[config.mk]
export PLATFORM = sky130hd
export DESIGN_NAME = ascii_cmd_decoder_flat
export DESIGN_NICKNAME = d
export VERILOG_FILES = /design/src/rtl/ascii_cmd_decoder_if.sv /design/src/rtl/ascii_cmd_decoder.sv /design/src/flat_wrapper.sv
export SDC_FILE = /design/constraint.sdc
export NUM_CORES = 1
export LEC_CHECK = 0
export CAP_MARGIN = 10
export CORE_MARGIN = 1
export CORE_UTILIZATION = 49
export DETAILED_ROUTE_END_ITERATION = 12
export MAX_ROUTING_LAYER = met4
export PLACE_DENSITY_LB_ADDON = 0.25
export SYNTH_ARGS = -nofsm -noshare
export SYNTH_HDL_FRONTEND = slang
export SYNTH_SLANG_ARGS = --single-unit
[constraint.sdc]
create_clock -name iClk -period 2.5 [get_ports iClk]
set_input_delay 0.625 -clock iClk [delete_from_list [all_inputs] [get_ports iClk]]
set_output_delay 0.625 -clock iClk [all_outputs]
set_load 0.05 [all_outputs]
[src/rtl/ascii_cmd_decoder_if.sv]
// RX-FIFO read port, TX echo port and parsed-command outputs of ascii_cmd_decoder.
// The decoder connects through the slave modport; the driving side uses master.
interface ascii_cmd_decoder_if #(
    parameter int VAL_W = 14
);
    logic             iRxEmpty;
    logic [7:0]       iRxData;
    logic             oRxPop;
    logic             iTxFull;
    logic [7:0]       oEchoData;
    logic             oEchoPush;
    logic [7:0]       oCmd;
    logic [VAL_W-1:0] oValue;
    logic [2:0]       oDigitCnt;
    logic             oValid;
    logic             oErr;
    logic             oBusy;

    modport slave (
        input  iRxEmpty, iRxData, iTxFull,
        output oRxPop, oEchoData, oEchoPush, oCmd, oValue, oDigitCnt, oValid, oErr, oBusy
    );

    modport master (
        output iRxEmpty, iRxData, iTxFull,
        input  oRxPop, oEchoData, oEchoPush, oCmd, oValue, oDigitCnt, oValid, oErr, oBusy
    );
endinterface

[src/rtl/ascii_cmd_decoder.sv]
// Parses "<letter><digits><CR|LF>" lines popped from the UART RX FIFO into command/value strobes.
// Optional byte echo to the TX FIFO is enabled by defining ASCII_DEC_ECHO_EN.
module ascii_cmd_decoder #(
    parameter int MAX_DIGITS = 4,
    parameter int VAL_W      = 14
) (
    input logic                 iClk,
    input logic                 iRst,
    ascii_cmd_decoder_if.slave  bus
);

    typedef enum logic [1:0] {IDLE, POP, LATCH} state_t;

    state_t           state, stateNext;
    logic             rxPopQ;

    logic             hasCmd, hasCmdN;
    logic             errFlag, errFlagN;
    logic [VAL_W-1:0] acc, accN;
    logic [2:0]       cnt, cntN;
    logic [7:0]       lineCmd, lineCmdN;
    logic             validN, errN;

    logic [7:0]       cmdQ;
    logic [VAL_W-1:0] valueQ;
    logic [2:0]       digitCntQ;
    logic             validQ, errQ, busyQ;

    logic [7:0] rxByte;
    logic       isTerm, isLetter, isDigit;

    assign rxByte   = bus.iRxData;
    assign isTerm   = (rxByte == 8'h0D) || (rxByte == 8'h0A);
    assign isLetter = ((rxByte >= 8'h41) && (rxByte <= 8'h5A)) ||
                      ((rxByte >= 8'h61) && (rxByte <= 8'h7A));
    assign isDigit  = (rxByte >= 8'h30) && (rxByte <= 8'h39);

    // NOTE: sequential state uses non-blocking assignments so every flop samples pre-edge values.
    always_ff @(posedge iClk or posedge iRst) begin
        if (iRst) begin
            state  <= IDLE;
            rxPopQ <= 1'b0;
        end else begin
            state  <= stateNext;
            rxPopQ <= (stateNext == POP);
        end
    end

    // NOTE: every variable gets a default at the top of always_comb so no latch is inferred.
    always_comb begin
        stateNext = state;
        unique case (state)
            IDLE:    if (!bus.iRxEmpty) stateNext = POP;
            POP:     stateNext = LATCH;
            LATCH:   stateNext = IDLE;
            default: stateNext = IDLE;
        endcase
    end

    always_comb begin
        hasCmdN  = hasCmd;
        errFlagN = errFlag;
        accN     = acc;
        cntN     = cnt;
        lineCmdN = lineCmd;
        validN   = 1'b0;
        errN     = 1'b0;
        if (state == LATCH) begin
            if (isTerm) begin
                validN   = hasCmd && !errFlag;
                errN     = errFlag;
                hasCmdN  = 1'b0;
                errFlagN = 1'b0;
                accN     = '0;
                cntN     = '0;
            end else if ((rxByte == 8'h20) || errFlag) begin
                // Spaces are transparent; after an error everything up to the terminator is dropped.
            end else if (isLetter) begin
                if (!hasCmd) begin
                    lineCmdN = rxByte & 8'hDF;
                    hasCmdN  = 1'b1;
                    accN     = '0;
                    cntN     = '0;
                end else begin
                    errFlagN = 1'b1;
                end
            end else if (isDigit) begin
                if (hasCmd && (cnt < 3'(MAX_DIGITS))) begin
                    accN = (acc << 3) + (acc << 1) + VAL_W'(rxByte - 8'h30);
                    cntN = cnt + 3'd1;
                end else begin
                    errFlagN = 1'b1;
                end
            end else begin
                errFlagN = 1'b1;
            end
        end
    end

    always_ff @(posedge iClk or posedge iRst) begin
        if (iRst) begin
            hasCmd    <= 1'b0;
            errFlag   <= 1'b0;
            acc       <= '0;
            cnt       <= '0;
            lineCmd   <= '0;
            cmdQ      <= '0;
            valueQ    <= '0;
            digitCntQ <= '0;
            validQ    <= 1'b0;
            errQ      <= 1'b0;
            busyQ     <= 1'b0;
        end else begin
            hasCmd  <= hasCmdN;
            errFlag <= errFlagN;
            acc     <= accN;
            cnt     <= cntN;
            lineCmd <= lineCmdN;
            validQ  <= validN;
            errQ    <= errN;
            busyQ   <= hasCmdN | errFlagN;
            // Result fields change only on an accepted line and hold between strobes.
            if (validN) begin
                cmdQ      <= lineCmd;
                valueQ    <= acc;
                digitCntQ <= cnt;
            end
        end
    end

    assign bus.oRxPop    = rxPopQ;
    assign bus.oCmd      = cmdQ;
    assign bus.oValue    = valueQ;
    assign bus.oDigitCnt = digitCntQ;
    assign bus.oValid    = validQ;
    assign bus.oErr      = errQ;
    assign bus.oBusy     = busyQ;

`ifdef ASCII_DEC_ECHO_EN
    logic [7:0] echoDataQ;
    logic       echoPushQ;

    // A full TX FIFO drops the echo byte; the parser never stalls on it.
    always_ff @(posedge iClk or posedge iRst) begin
        if (iRst) begin
            echoDataQ <= '0;
            echoPushQ <= 1'b0;
        end else begin
            echoPushQ <= (state == LATCH) && !bus.iTxFull;
            if ((state == LATCH) && !bus.iTxFull) echoDataQ <= rxByte;
        end
    end

    assign bus.oEchoData = echoDataQ;
    assign bus.oEchoPush = echoPushQ;
`else
    assign bus.oEchoData = 8'h00;
    assign bus.oEchoPush = 1'b0;
`endif

endmodule
[src/flat_wrapper.sv]
// flat-port wrapper written by rule: the top's interface ports become plain ports
module ascii_cmd_decoder_flat 
#(
    parameter int MAX_DIGITS = 4,
    parameter int VAL_W      = 14
)
  (iClk, iRst, bus_iRxEmpty, bus_iRxData, bus_iTxFull, bus_oRxPop, bus_oEchoData, bus_oEchoPush, bus_oCmd, bus_oValue, bus_oDigitCnt, bus_oValid, bus_oErr, bus_oBusy);
  ascii_cmd_decoder_if #(.VAL_W(VAL_W)) bus_i ();
  input logic iClk;
  input logic iRst;
  input wire logic [$bits(bus_i.iRxEmpty)-1:0] bus_iRxEmpty;
  input wire logic [$bits(bus_i.iRxData)-1:0] bus_iRxData;
  input wire logic [$bits(bus_i.iTxFull)-1:0] bus_iTxFull;
  output wire logic [$bits(bus_i.oRxPop)-1:0] bus_oRxPop;
  output wire logic [$bits(bus_i.oEchoData)-1:0] bus_oEchoData;
  output wire logic [$bits(bus_i.oEchoPush)-1:0] bus_oEchoPush;
  output wire logic [$bits(bus_i.oCmd)-1:0] bus_oCmd;
  output wire logic [$bits(bus_i.oValue)-1:0] bus_oValue;
  output wire logic [$bits(bus_i.oDigitCnt)-1:0] bus_oDigitCnt;
  output wire logic [$bits(bus_i.oValid)-1:0] bus_oValid;
  output wire logic [$bits(bus_i.oErr)-1:0] bus_oErr;
  output wire logic [$bits(bus_i.oBusy)-1:0] bus_oBusy;
  assign bus_i.iRxEmpty = bus_iRxEmpty;
  assign bus_i.iRxData = bus_iRxData;
  assign bus_i.iTxFull = bus_iTxFull;
  assign bus_oRxPop = bus_i.oRxPop;
  assign bus_oEchoData = bus_i.oEchoData;
  assign bus_oEchoPush = bus_i.oEchoPush;
  assign bus_oCmd = bus_i.oCmd;
  assign bus_oValue = bus_i.oValue;
  assign bus_oDigitCnt = bus_i.oDigitCnt;
  assign bus_oValid = bus_i.oValid;
  assign bus_oErr = bus_i.oErr;
  assign bus_oBusy = bus_i.oBusy;
  ascii_cmd_decoder #(.MAX_DIGITS(MAX_DIGITS), .VAL_W(VAL_W)) u_core (.iClk(iClk), .iRst(iRst), .bus(bus_i));
endmodule
==> results.py <==
metrics = {
    "run_status": {
        "status": "finished with violations",
        "violations": "design-rule violations, negative setup slack",
    },
    "logic_synthesis": {
        "synth_top_area_share_pct": 41.6,
        "async_flop_share_pct": 100,
        "synth_area_leaders": "dfrtp_1 (42%), ha_1 (7.1%), nand2_1 (6.9%)",
        "yosysSeqAreaShare_pct": 41.6,
        "avgSynthCellArea_um2": 9.94,
        "yosysTopAreaCell": "dfrtp_1",
        "synth_cell_types": 56,
        "synth_area_mm2": 0.00337,
        "ys.flop_type": "dfrtp_1",
        "ys_ff_latch": 56,
        "synthCells": 339,
        "synth_edf_count": 0,
        "synth-warning-count": 0,
    },
    "finish": {
        "layout-drive-gt1-share_pct": 32.3,
        "n_antenna_cell": 0,
        "regArea_mm2": 0.00140,
        "fin_area_mm2": 0.00477,
        "fillers": 430,
        "multiInputGateArea_mm2": 0.00207,
        "final_nets": 482,
        "fin_util_pct": 73.5,
        "syn_to_final_growth_pct": 41.5,
    },
    "route": {
        "route.detailed.drc": 4,
        "wl_met1_um": 3780,
        "viasPerCell": 5.57,
        "top_layer": "met4",
        "antenna_left": 0,
        "avgRoutedWirePerCell_um": 17.0,
        "firstDrtPassIters": 8,
        "vias": 2881,
        "drtIter0Drc": 163,
        "wl_um": 8810,
        "dr_wl_met3_um": 400,
        "wl_met2_um": 4310,
    },
    "die": {
        "start_util_pct": 51.9,
        "core_area_mm2": 0.00649,
        "die-area_mm2": 0.00721,
        "ios": 50,
        "die_w_um": 84.9,
        "core.rowCount": 29,
        "die_h_um": 84.9,
    },
    "timing": {
        "fin_tns_setup_ns": -0.618,
        "final-hold-violation-count": 0,
        "post-route-period-util_pct": 109,
        "finalSetupViolCount": 4,
        "grt_setup_unrepaired": "yes",
        "worst_hold_slack_ns": 0.479,
        "min_period_ns": 2.72,
        "slew_headroom_pct": 66.3,
        "fin_skew_ns": 0.0146,
        "drv_slew": 0,
        "setup_ws_ns": -0.216,
        "tightest_slew_ns": 0.504,
        "max_freq_mhz": 368,
    },
    "clock_network": {
        "clk_latency_ns": 0.33,
        "root_buffer": "clkbuf_8",
        "cts_inserted_buffers": 5,
        "cts_tree": "done",
        "cts.sinks": 56,
        "cts.hold.buffers_added": 0,
        "clkSlewWorstSetupHoldPaths_ns": 0.10,
        "cts.path.max_buffers": 2,
        "h-tree-depth": 2,
    },
    "place": {
        "port_buffers": 38,
        "dp.final_hpwl_um": 5880,
        "dpl_cell_area_mm2": 0.00434,
        "gp_congestion": 0.975,
    },
    "global_routing": {
        "grt_max_degree": 37,
        "grtUsageTotal_pct": 25.0,
        "grt-ovfl-total": 0,
        "grt_antenna_before_repair": 0,
        "grt_pass1_wl_um": 13800,
        "grt_pass1_vias": 2845,
    },
    "setup_path": {
        "r2r_start": "u_core.acc[1]$_DFFE_PP0P_",
        "cp-startpoint": "bus_iRxData[7]",
        "start_kind": "primary input",
        "cp.arrival_ns": 2.92,
        "cp.required_ns": 2.70,
        "crit_type": "in2reg",
        "critPathCaptureType": "flop",
        "cp_max_fo": 5,
    },
    "min_path": {
        "min_path_type": "reg2reg",
        "worstHoldStart": "u_core.acc[13]$_DFFE_PP0P_",
    },
    "pwr": {
        "power_mw": 3.29,
        "p_leak_nw": 2.27,
        "peakVddDrop_v": 0.000437,
        "p_per_area_mw_per_mm2": 689,
    },
    "run": {
        "max_cap_violations": 0,
    },
}
==> flip-flops by register name (all words and copies together) (netlist names) <==
register	count
u_core.bus.oBusy	1
u_core.cnt	3
u_core.lineCmd	7
u_core.state	2
u_core.errFlag	1
u_core.bus.oDigitCnt	3
u_core.bus.oValue	14
u_core.bus.oErr	1
u_core.bus.oRxPop	1
u_core.bus.oCmd	7
u_core.bus.oValid	1
u_core.hasCmd	1
u_core.acc	14
==> area by class of cell <==
cell class	instances	area share, %
inverters	23	1.81
well taps	77	2.02
flip-flops and latches	56	29.4
clock inverters	2	1.26
clock buffers	5	1.44
repair buffers	107	20.7
multi-input cells	247	43.4
==> worst paths after layout <==
check                                                    end  depth (start not counted)  slack (ns)
max                               u_core.acc[12]$_DFFE_PP0P_                         11       -0.22
max reg2reg                       u_core.acc[12]$_DFFE_PP0P_                         10       -0.03
max in group asynchronous     u_core.bus.oCmd[2]$_DFFE_PP0P_                          3        1.33
min                        u_core.bus.oValue[13]$_DFFE_PP0P_                          2        0.48
min in group asynchronous   u_core.bus.oValue[3]$_DFFE_PP0P_                          2        0.63
min reg2reg                u_core.bus.oValue[13]$_DFFE_PP0P_                          2        0.48
==> synthesized netlist by cell type (all sizes together) (2+ instances only) <==
cell type and n:
nand2 62, dfrtp 56, o21ai 27, inv 22, ha 19, buf 17, mux2 15, nor2 15
fa 11, xnor2 10, nor3 7, a31oi 6, a211oi 5, clkbuf 5, nand3 5, a21oi 4
nand2b 4, o2111ai 3, o211ai 3, o21a 3, or4 3, xor2 3, a2111oi 2, a211o 2
and2 2, nor2b 2, o2111a 2, o22a 2, o31ai 2, or4b 2
==> through the flow <==
step	cells	worst slack, ns
final	517	-0.216
after global routing	517	-0.284
after CTS	514	-0.238
after detailed placement	500	-1.03
after global placement	500	-0.939
after floorplan	348	-0.344
==> metal layers <==
layer / global-route usage (%) / vias to the layer above
met5: - / -
met4: 8.63 / 0
met3: 4.38 / 30
met2: 40.0 / 97
met1: 32.3 / 1408
li1: - / 1346
==> what timing repair did <==
| action | in CTS | in global routing |
|---|---|---|
| cloned | 1 | 1 |
| gates resized for setup | 64 | 25 |
| buffers inserted | 6 | 3 |
| setup endpoints to repair | 49 | 24 |
| pin swaps | 24 | 28 |
==> power by group <==
| part | leakage (nW) | internal, mW | switching (mW) |
|---|---|---|---|
| clock network | 0.0642 | 0.395 | 0.309 |
| logic | 1.45 | 0.746 | 0.781 |
| registers | 0.754 | 0.975 | 0.0818 |
==> worst max-delay path, stage by stage <==
cell and delay [ns]:
buf_8 0.10, or2_4 0.25, nor2_4 0.22, buf_4 0.18, fa_1 0.42, ha_1 0.35
nand2_1 0.12, nor2_1 0.08, a211oi_2 0.30, xor2_1 0.19, o21ai_1 0.08
==> placed cells by master, fill, tap and decap left out, drive strengths merged, types with 4 or more instances in the layout <==
cell type      instances
buf                   76
nand2                 62
dfrtp                 56
clkdlybuf4s50         30
o21ai                 27
inv                   22
ha                    19
nor2                  15
mux2                  15
fa                    11
conb                  10
xnor2                 10
nor3                   7
a31oi                  6
clkbuf                 6
nand3                  5
a211oi                 5
nand2b                 4
a21oi                  4
==> cell families after synthesis <==
| kind of cell | after synthesis | synth area share (%) |
|---|---|---|
| other cells | 1 | 0.111 |
| xor+xnor | 13 | 3.38 |
| simple gates | 111 | 15.3 |
| mux | 15 | 5.57 |
| flops | 56 | 41.6 |
| buf+inv | 45 | 6.76 |
| compound gates | 68 | 13.7 |
| fa+ha+maj | 30 | 13.6 |
Power figures use the tool's default switching activity.
